<file path="src/rtl/counter_seq_pkg.sv">
// Shared types for the counter sequencer: FSM states, default widths and the captured run configuration.
package counter_seq_pkg;

  localparam int CSQ_WIDTH   = 4;
  localparam int CSQ_PRESC_W = 4;

  typedef enum logic [1:0] {
    IDLE = 2'd0,
    ARM  = 2'd1,
    RUN  = 2'd2,
    DONE = 2'd3
  } state_t;

  // The shadow configuration is sized by the package widths; keep them in step with any top-level override.
  typedef struct packed {
    logic [CSQ_WIDTH-1:0]   load;
    logic [CSQ_WIDTH-1:0]   term;
    logic [CSQ_PRESC_W-1:0] presc;
    logic                   reload;
  } cfg_t;

endpackage

</file>
<file path="src/rtl/counter_sequencer_if.sv">
// Control/status bundle between the timer's controlling logic (master) and the counter sequencer (slave).
interface counter_sequencer_if #(
  parameter int WIDTH   = 4,
  parameter int PRESC_W = 4
);

  logic               start;
  logic               stop;
  logic [WIDTH-1:0]   cfg_load;
  logic [WIDTH-1:0]   cfg_term;
  logic [PRESC_W-1:0] cfg_presc;
  logic               cfg_reload;
  logic               ready;
  logic               busy;
  logic [WIDTH-1:0]   count;
  logic               tick;
  logic               done;

  modport master (
    output start, stop, cfg_load, cfg_term, cfg_presc, cfg_reload,
    input  ready, busy, count, tick, done
  );

  modport slave (
    input  start, stop, cfg_load, cfg_term, cfg_presc, cfg_reload,
    output ready, busy, count, tick, done
  );

endinterface

</file>
<file path="src/rtl/counter_core.sv">
// Loadable WIDTH-bit synchronous up-counter; wraps naturally from all-ones to zero.
module counter_core #(
  parameter int WIDTH = 4
) (
  input  logic             clk,
  input  logic             rst,
  input  logic             load,
  input  logic [WIDTH-1:0] load_val,
  input  logic             en,
  output logic [WIDTH-1:0] count
);

  always_ff @(posedge clk) begin
    if (rst) begin
      count <= '0;
    end else if (load) begin
      count <= load_val;
    end else if (en) begin
      count <= count + WIDTH'(1);
    end
  end

endmodule

</file>
<file path="src/rtl/counter_sequencer.sv">
// Programmable timer controller: captures a configuration on start and steps counter_core once per prescaled tick.
module counter_sequencer
  import counter_seq_pkg::*;
#(
  parameter int WIDTH   = CSQ_WIDTH,
  parameter int PRESC_W = CSQ_PRESC_W
) (
  input  logic              clk,
  input  logic              rst,
  counter_sequencer_if.slave bus
);

  state_t             state;
  state_t             next_state;
  cfg_t               shadow;
  logic [PRESC_W-1:0] presc_cnt;
  logic [WIDTH-1:0]   count;
  logic               tick_q;
  logic               raw_step;
  logic               step;
  logic               at_term;
  logic               core_load;
  logic               core_en;
  logic [WIDTH-1:0]   core_load_val;

  counter_core #(.WIDTH(WIDTH)) u_core (
    .clk      (clk),
    .rst      (rst),
    .load     (core_load),
    .load_val (core_load_val),
    .en       (core_en),
    .count    (count)
  );

  always_ff @(posedge clk) begin
    if (rst) begin
      state <= IDLE;
    end else begin
      state <= next_state;
    end
  end

  always_comb begin
    next_state = state;
    case (state)
      IDLE: if (bus.start) next_state = ARM;
      ARM:  next_state = bus.stop ? IDLE : RUN;
      RUN: begin
        if (bus.stop) begin
          next_state = IDLE;
        end else if (step && at_term && !shadow.reload) begin
          next_state = DONE;
        end
      end
      DONE:    next_state = IDLE;
      default: next_state = IDLE;
    endcase
  end

  // A stop in the same cycle suppresses the step entirely, so the count freezes and no tick follows.
  always_comb begin
    raw_step      = (state == RUN) && (presc_cnt == PRESC_W'(shadow.presc));
    step          = raw_step && !bus.stop;
    at_term       = (count == WIDTH'(shadow.term));
    core_load     = ((state == IDLE) && bus.start) || (step && at_term && shadow.reload);
    core_load_val = (state == IDLE) ? bus.cfg_load : WIDTH'(shadow.load);
    core_en       = step && !at_term;
    bus.ready     = (state == IDLE);
    bus.busy      = (state == ARM) || (state == RUN);
    bus.done      = (state == DONE);
    bus.tick      = tick_q;
    bus.count     = count;
  end

  always_ff @(posedge clk) begin
    if (rst) begin
      presc_cnt <= '0;
      shadow    <= '0;
      tick_q    <= 1'b0;
    end else begin
      tick_q <= step && at_term;
      if ((state == IDLE) && bus.start) begin
        shadow <= '{load:   CSQ_WIDTH'(bus.cfg_load),
                    term:   CSQ_WIDTH'(bus.cfg_term),
                    presc:  CSQ_PRESC_W'(bus.cfg_presc),
                    reload: bus.cfg_reload};
      end
      if ((state == RUN) && !bus.stop && !raw_step) begin
        presc_cnt <= presc_cnt + PRESC_W'(1);
      end else begin
        presc_cnt <= '0;
      end
    end
  end

endmodule

</file>
<file path="src/flat_wrapper.sv">
// flat-port wrapper written by rule: the top's interface ports become plain ports
module counter_sequencer_flat import counter_seq_pkg::*;
#(
  parameter int WIDTH   = CSQ_WIDTH,
  parameter int PRESC_W = CSQ_PRESC_W
)
  (clk, rst, bus_start, bus_stop, bus_cfg_load, bus_cfg_term, bus_cfg_presc, bus_cfg_reload, bus_ready, bus_busy, bus_count, bus_tick, bus_done);
  counter_sequencer_if #(.WIDTH(WIDTH), .PRESC_W(PRESC_W)) bus_i ();
  input  logic clk;
  input  logic rst;
  input wire logic [$bits(bus_i.start)-1:0] bus_start;
  input wire logic [$bits(bus_i.stop)-1:0] bus_stop;
  input wire logic [$bits(bus_i.cfg_load)-1:0] bus_cfg_load;
  input wire logic [$bits(bus_i.cfg_term)-1:0] bus_cfg_term;
  input wire logic [$bits(bus_i.cfg_presc)-1:0] bus_cfg_presc;
  input wire logic [$bits(bus_i.cfg_reload)-1:0] bus_cfg_reload;
  output wire logic [$bits(bus_i.ready)-1:0] bus_ready;
  output wire logic [$bits(bus_i.busy)-1:0] bus_busy;
  output wire logic [$bits(bus_i.count)-1:0] bus_count;
  output wire logic [$bits(bus_i.tick)-1:0] bus_tick;
  output wire logic [$bits(bus_i.done)-1:0] bus_done;
  assign bus_i.start = bus_start;
  assign bus_i.stop = bus_stop;
  assign bus_i.cfg_load = bus_cfg_load;
  assign bus_i.cfg_term = bus_cfg_term;
  assign bus_i.cfg_presc = bus_cfg_presc;
  assign bus_i.cfg_reload = bus_cfg_reload;
  assign bus_ready = bus_i.ready;
  assign bus_busy = bus_i.busy;
  assign bus_count = bus_i.count;
  assign bus_tick = bus_i.tick;
  assign bus_done = bus_i.done;
  counter_sequencer #(.WIDTH(WIDTH), .PRESC_W(PRESC_W)) u_core (.clk(clk), .rst(rst), .bus(bus_i));
endmodule
</file>
<file path="config.mk">
export PLATFORM = sky130hd
export DESIGN_NAME = counter_sequencer_flat
export DESIGN_NICKNAME = d
export VERILOG_FILES = /design/src/rtl/counter_seq_pkg.sv /design/src/rtl/counter_sequencer_if.sv /design/src/rtl/counter_core.sv /design/src/rtl/counter_sequencer.sv /design/src/flat_wrapper.sv
export SDC_FILE = /design/constraint.sdc
export NUM_CORES = 1
export LEC_CHECK = 0
export BUFFER_PORTS_ARGS = -buffer_cell sky130_fd_sc_hd__buf_4
export CORE_ASPECT_RATIO = 0.75
export CORE_MARGIN = 2
export CORE_UTILIZATION = 35
export CTS_CLUSTER_DIAMETER = 150
export DETAILED_ROUTE_END_ITERATION = 6
export PLACE_DENSITY = 0.51
export SETUP_SLACK_MARGIN = 0.02
export SLEW_MARGIN = 20
export SYNTH_ARGS = -nofsm -noshare
export SYNTH_HDL_FRONTEND = slang
export SYNTH_SLANG_ARGS = --single-unit
</file>
<file path="constraint.sdc">
create_clock -name clk -period 4.9 [get_ports clk]
set_clock_uncertainty 0.2 [all_clocks]
set_input_delay 0.49 -clock clk [delete_from_list [all_inputs] [get_ports clk]]
set_output_delay 0.49 -clock clk [all_outputs]
set_load 0.01 [all_outputs]
</file>
==> results.yml, run 1 <==
route:
  num_vias: 1045
  via_per_inst: 5.10
  first_iter_violations: 27
  drc_errors: 0
  routed_wl_um: 2750
  routedWlPerCell_um: 13.4
  first_pass_iters: 4
  ant_nets: 0
timing:
  drv_slew: 0
  post-route-period-util_pct: 46.4
  tns_ns: 0
  whs_ns: 0.263
  hold_viol: 0
  fmax_ghz: 0.440
  finalCriticalPeriod_ns: 2.27
  rsz0062_at_grt: "no"
  tightest_slew_ns: 0.781
  setup_viol: 0
  maxSlewHeadroom_pct: 47.5
worst_setup_path:
  rr_startpoint: "u_core.state[1]$_SDFFE_PP0P_"
  worstPathArrival_ns: 2.29
  reg2regPathDepth: 7
  r2r_slack_ns: 2.63
  worst-path-max-fanout: 19
  cp_slowest_cell: "nand2_1"
  crit_path_end: "u_core.u_core.count[1]$_SDFFE_PP0P_"
  startpoint: "u_core.state[1]$_SDFFE_PP0P_"
  end_kind: "register"
  r2r_end: "u_core.u_core.count[1]$_SDFFE_PP0P_"
  start_kind: "register"
  required_ns: 4.92
  worstSetupPathType: "register to register"
  crit_chain: "inv_1, ha_1, nand2_1, nand2b_1, mux2i_1, a21oi_1, o311a_1"
  slowest_delay_ns: 0.52
grt:
  grt_pass1_wl_um: 4640
  groute.usage.overall_pct: 15.2
  grt_antenna_before_repair: 0
  grt_max_degree: 23
  grt_pass1_vias: 974
  grt-ovfl-total: 0
pwr:
  p_per_area_nw_per_um2: 309
  p_leak_nw: 0.641
  p_total_w: 0.000455
  ir_drop_v: 0.000190
synth:
  synth_mux_area_share_pct: 6.05
  synth_area_um2: 1220
  yosys_warnings: 0
  synth_area_per_cell_um2: 8.41
  synth_area_leader_cell: "dfxtp_1"
  synth_top_family_by_area: "simple AND/OR/NAND/NOR gates"
  async_reset_ff_share_pct: 0
  synth-seq-cells: 24
  synth_top_area_share_pct: 39.4
  ys.flop_type: "dfxtp_1"
  ys_seq_area_share_pct: 39.4
  synth_cells: 145
  synth_fa_ha_area_share_pct: 6.15
  synthXorXnorAreaFrac_pct: 7.18
  synth-simple-area-share_pct: 20.1
  synth_area_leaders: "dfxtp_1, nand2_1, a21oi_1, ha_1, xnor2_1"
  yosysUniqueCellTypes: 35
  synth_most_common_cell: "nand2_1"
  synth_common_cells: "nand2_1, dfxtp_1, a21oi_1"
  syn_nets: 168
  synth_compound_area_share_pct: 17.2
  synth_edf_count: 0
layout:
  area_delta_synth_final_pct: 20.7
  antennaDiodeCount: 0
  drive_above_1_share_pct: 19.4
  final_nets: 189
  regArea_um2: 480
  fillCellCount: 340
  multi_input_area_um2: 692
cts:
  clock_latency_ns: 0.27
  cts_resized: 0
  cts_hold_buf: 0
  clkTransAtPathRegs_ns: 0.08
  post_cts_buffers: 0
  clk_path_buf_depth: 2
  cts_buffers: 3
  cts.sinks: 24
  root_buffer: "clkbuf_8"
  cts_tree: "yes"
  htree_levels: 1
die:
  die_y_um: 55.1
  start_util_pct: 36.8
  core.rowCount: 18
  coreArea_um2: 3310
  die_area_um2: 3980
  die_w_um: 72.2
  io_pins: 25
status:
  status: "completed"
place:
  io_buffers: 24
  gp_congestion: 0.709
  dpl.hpwl_um: 1990
flow_run:
  cap_violations: 0
worst_hold_path:
  hold_path.class: "input pin to register"
## power by group
part           internal [W]  switching (W)  leakage, nW
Combinational     0.0000448      0.0000548        0.416
Clock             0.0000718      0.0000634       0.0288
Sequential         0.000207      0.0000125        0.196
Total              0.000324       0.000131        0.641
## registers in the layout, summed over array words and instances (netlist names)
signal               flops
u_core.bus.tick          1
u_core.presc_cnt         4
u_core.shadow           13
u_core.state             2
u_core.u_core.count      4
## critical path, delay by kind of cell (launching register included)
family          cells  cell delay [ns]
compound gates      2             0.31
simple gates        2             0.73
fa+ha+maj           1             0.44
mux                 1             0.09
flops               1             0.34
buf+inv             1             0.11
## area by class of cell
class | count | area share (%)
well taps | 40 | 3.40
flip-flops and latches | 24 | 32.6
clock buffers | 4 | 3.74
inverters | 4 | 1.02
multi-input cells | 109 | 47.0
repair buffers | 24 | 12.2
## cells in the final DEF, fill, tap and decap left out, types with 2 or more instances in the layout
cell type,instances
xor2_1,5
a31oi_1,3
nor2_1,8
buf_4,24
mux2_2,2
nand2b_1,3
o21bai_1,2
inv_1,4
o21a_1,2
xnor2_1,5
nand4_1,3
dfxtp_1,24
ha_1,6
a21oi_1,16
nand2_1,29
clkbuf_8,4
nor4_1,2
mux2i_1,4
nand3_1,3
o311a_1,2
## cell families (layout without fill, tap and decap cells)
kind of cell,Yosys count,count (layout)
and+or+nand+nor,54,54
AOI/OAI and AO/OA,32,32
DFF,24,24
buffers and inverters,12,32
xor gates and xnor gates,10,10
muxes,7,7
adders and majority gates,6,6
## per-layer routing
layer	global-route usage [%]	vias to the layer above	wire length (µm)
met3	4.71	0	158
met4	2.83	0	0
met2	24.5	23	1200
met1	20.3	482	1390
met5	0	-	0
li1	-	540	-
## metrics by stage
stage | worst slack, ns | cell area (µm²) | std cells | utilization [%]
global route | 2.42 | 1470 | 205 | 44.5
finish | 2.63 | 1470 | 205 | 44.5
floorplan | 2.91 | 1220 | 145 | -
detailed placement | 2.62 | 1420 | 201 | 42.8
CTS | 2.62 | 1470 | 205 | 44.5
global placement | 2.75 | 1420 | 201 | 42.8
## worst min path at each step
stage / startpoint / end / slack (ns) / cells past startpoint
3_3_place_gp: u_core.shadow[12]$_SDFFE_PP0P_ / u_core.shadow[12]$_SDFFE_PP0P_ / 0.25 / 2
4_1_cts: bus_cfg_term[2] / u_core.shadow[7]$_SDFFE_PP0P_ / 0.26 / 3
3_5_place_dp: u_core.shadow[10]$_SDFFE_PP0P_ / u_core.shadow[10]$_SDFFE_PP0P_ / 0.25 / 2
6_report: bus_cfg_term[2] / u_core.shadow[7]$_SDFFE_PP0P_ / 0.26 / 3
2_1_floorplan: u_core.shadow[12]$_SDFFE_PP0P_ / u_core.shadow[12]$_SDFFE_PP0P_ / 0.23 / 2
5_1_grt: bus_cfg_presc[0] / u_core.shadow[1]$_SDFFE_PP0P_ / 0.26 / 3
Note: power is estimated with default switching activity, not from simulation.
==> run 2: changes to the inputs <==
- PLACE_DENSITY: 0.51 -> 0.53
- clock period: 4.9 -> 2 ns (I/O delays scaled with it)
==> results.yml, run 2 (synthesized netlist as in run 1, its figures left out) <==
status:
  status: "completed"
worst_setup_path:
  end_kind: "register"
  worst-path-max-fanout: 5
  crit_chain: "xor2_2, nor4_2, or4b_1, mux2_2, o211a_1"
  start_kind: "register"
  cp_slowest_cell: "or4b_1"
  worstPathArrival_ns: 1.93
  required_ns: 1.96
  slowest_delay_ns: 0.51
  worstSetupPathType: "register to register"
route:
  top_layer_used: "met4"
  drc_errors: 0
  first_iter_violations: 38
  num_vias: 1147
  routedWlPerCell_um: 12.4
  via_per_inst: 4.94
  dr_wl_met2_um: 1240
  wl_met3_um: 163
  routed_wl_um: 2870
  wl_met1_um: 1460
  ant_nets: 0
  first_pass_iters: 4
die:
  start_util_pct: 36.8
  core.rowCount: 18
  die_y_um: 55.1
  coreArea_um2: 3310
  io_pins: 25
  die_w_um: 72.2
  die_area_um2: 3980
cts:
  cts.sinks: 24
  cts_tree: "yes"
  clk_path_buf_depth: 2
  htree_levels: 1
  clock_latency_ns: 0.27
  post_cts_buffers: 0
  root_buffer: "clkbuf_8"
  clkTransAtPathRegs_ns: 0.09
  cts_buffers: 3
timing:
  fmax_ghz: 0.507
  setup_viol: 0
  fin_ws_ns: 0.0267
  finalCriticalPeriod_ns: 1.97
  drv_slew: 0
  rsz0062_at_grt: "yes"
  whs_ns: 0.0581
  hold_viol: 0
  maxSlewHeadroom_pct: 71.3
  post-route-period-util_pct: 98.7
  tightest_slew_ns: 0.428
pwr:
  ir_drop_v: 0.000366
  p_total_w: 0.00121
  p_leak_nw: 0.775
  p_per_area_nw_per_um2: 684
layout:
  top_register: "u_core.shadow"
  fin_area_um2: 1780
  final_nets: 216
  final_util_pct: 53.6
  largest_register_ffs: 13
  reg_top3: "u_core.shadow (13), u_core.presc_cnt (4), u_core.u_core.count (4)"
  final_common_cell: "buf_4"
  antennaDiodeCount: 0
  final_cell_mix: "buf_4, nand2_1, dfxtp_1"
  area_delta_synth_final_pct: 45.5
  drive_above_1_share_pct: 31.8
place:
  place_ws_ns: 0.00782
  dpl_cell_area_um2: 1520
  dpl.hpwl_um: 2080
  io_buffers: 24
  gp_congestion: 0.824
grt:
  grt_max_degree: 23
  grt-ovfl-total: 0
  grt_antenna_before_repair: 0
  grt_pass1_wl_um: 4900
  groute.usage.overall_pct: 15.9
  grt_pass1_vias: 1086
flow_run:
  cap_violations: 0
worst_hold_path:
  hold_path.class: "input pin to register"
run 2: cell type report:
type                    instances  area [µm²]
repair buffers                 51         415
flip-flops and latches         24         488
fillers                       308        1540
inverters                       4        15.0
clock buffers                   4        55.1
well taps                      40        50.0
multi-input cells             109         752
run 2: power by group:
group          internal [W]  leakage, nW  switching [W]
sequential         0.000509        0.199      0.0000264
combinational      0.000183        0.547       0.000164
clock              0.000176       0.0288       0.000156
run 2: metal layers:
metal  GRT usage [%]  up-vias
met5               0        -
met4            3.77        0
met3            5.25        4
met2            25.7       29
met1            20.9      520
li1                -      594
run 2: per-stage QoR:
step	std cells	TNS [ns]
floorplan	145	0
global placement	215	0
detailed placement	215	0
CTS	232	0
global route	232	-0.0395
finish	232	0
run 2: worst max-delay path, delay by kind of cell, from the launching register on:
kind	cells	cell delay [ns]
muxes	1	0.28
DFF	1	0.39
AOI/OAI and AO/OA	1	0.20
and+or+nand+nor	2	0.61
xor gates and xnor gates	1	0.19
run 2: final timing paths:
kind | from | to | slack (ns) | depth (start not counted)
worst max-delay path | u_core.u_core.count[3]$_SDFFE_PP0P_ | u_core.u_core.count[2]$_SDFFE_PP0P_ | 0.03 | 5
worst min-delay path | bus_stop | u_core.bus.tick$_SDFF_PP0_ | 0.06 | 3
worst max register to register | u_core.u_core.count[3]$_SDFFE_PP0P_ | u_core.u_core.count[2]$_SDFFE_PP0P_ | 0.03 | 5
worst min register to register | u_core.shadow[12]$_SDFFE_PP0P_ | u_core.shadow[12]$_SDFFE_PP0P_ | 0.26 | 2
run 2: timing repair:
item	in CTS	in global routing
gates cloned	0	0
resized for setup	6	10
hold buffers	13	0
pin swaps	1	0
endpoints found under the setup margin	2	4
endpoints found under the hold margin	13	0
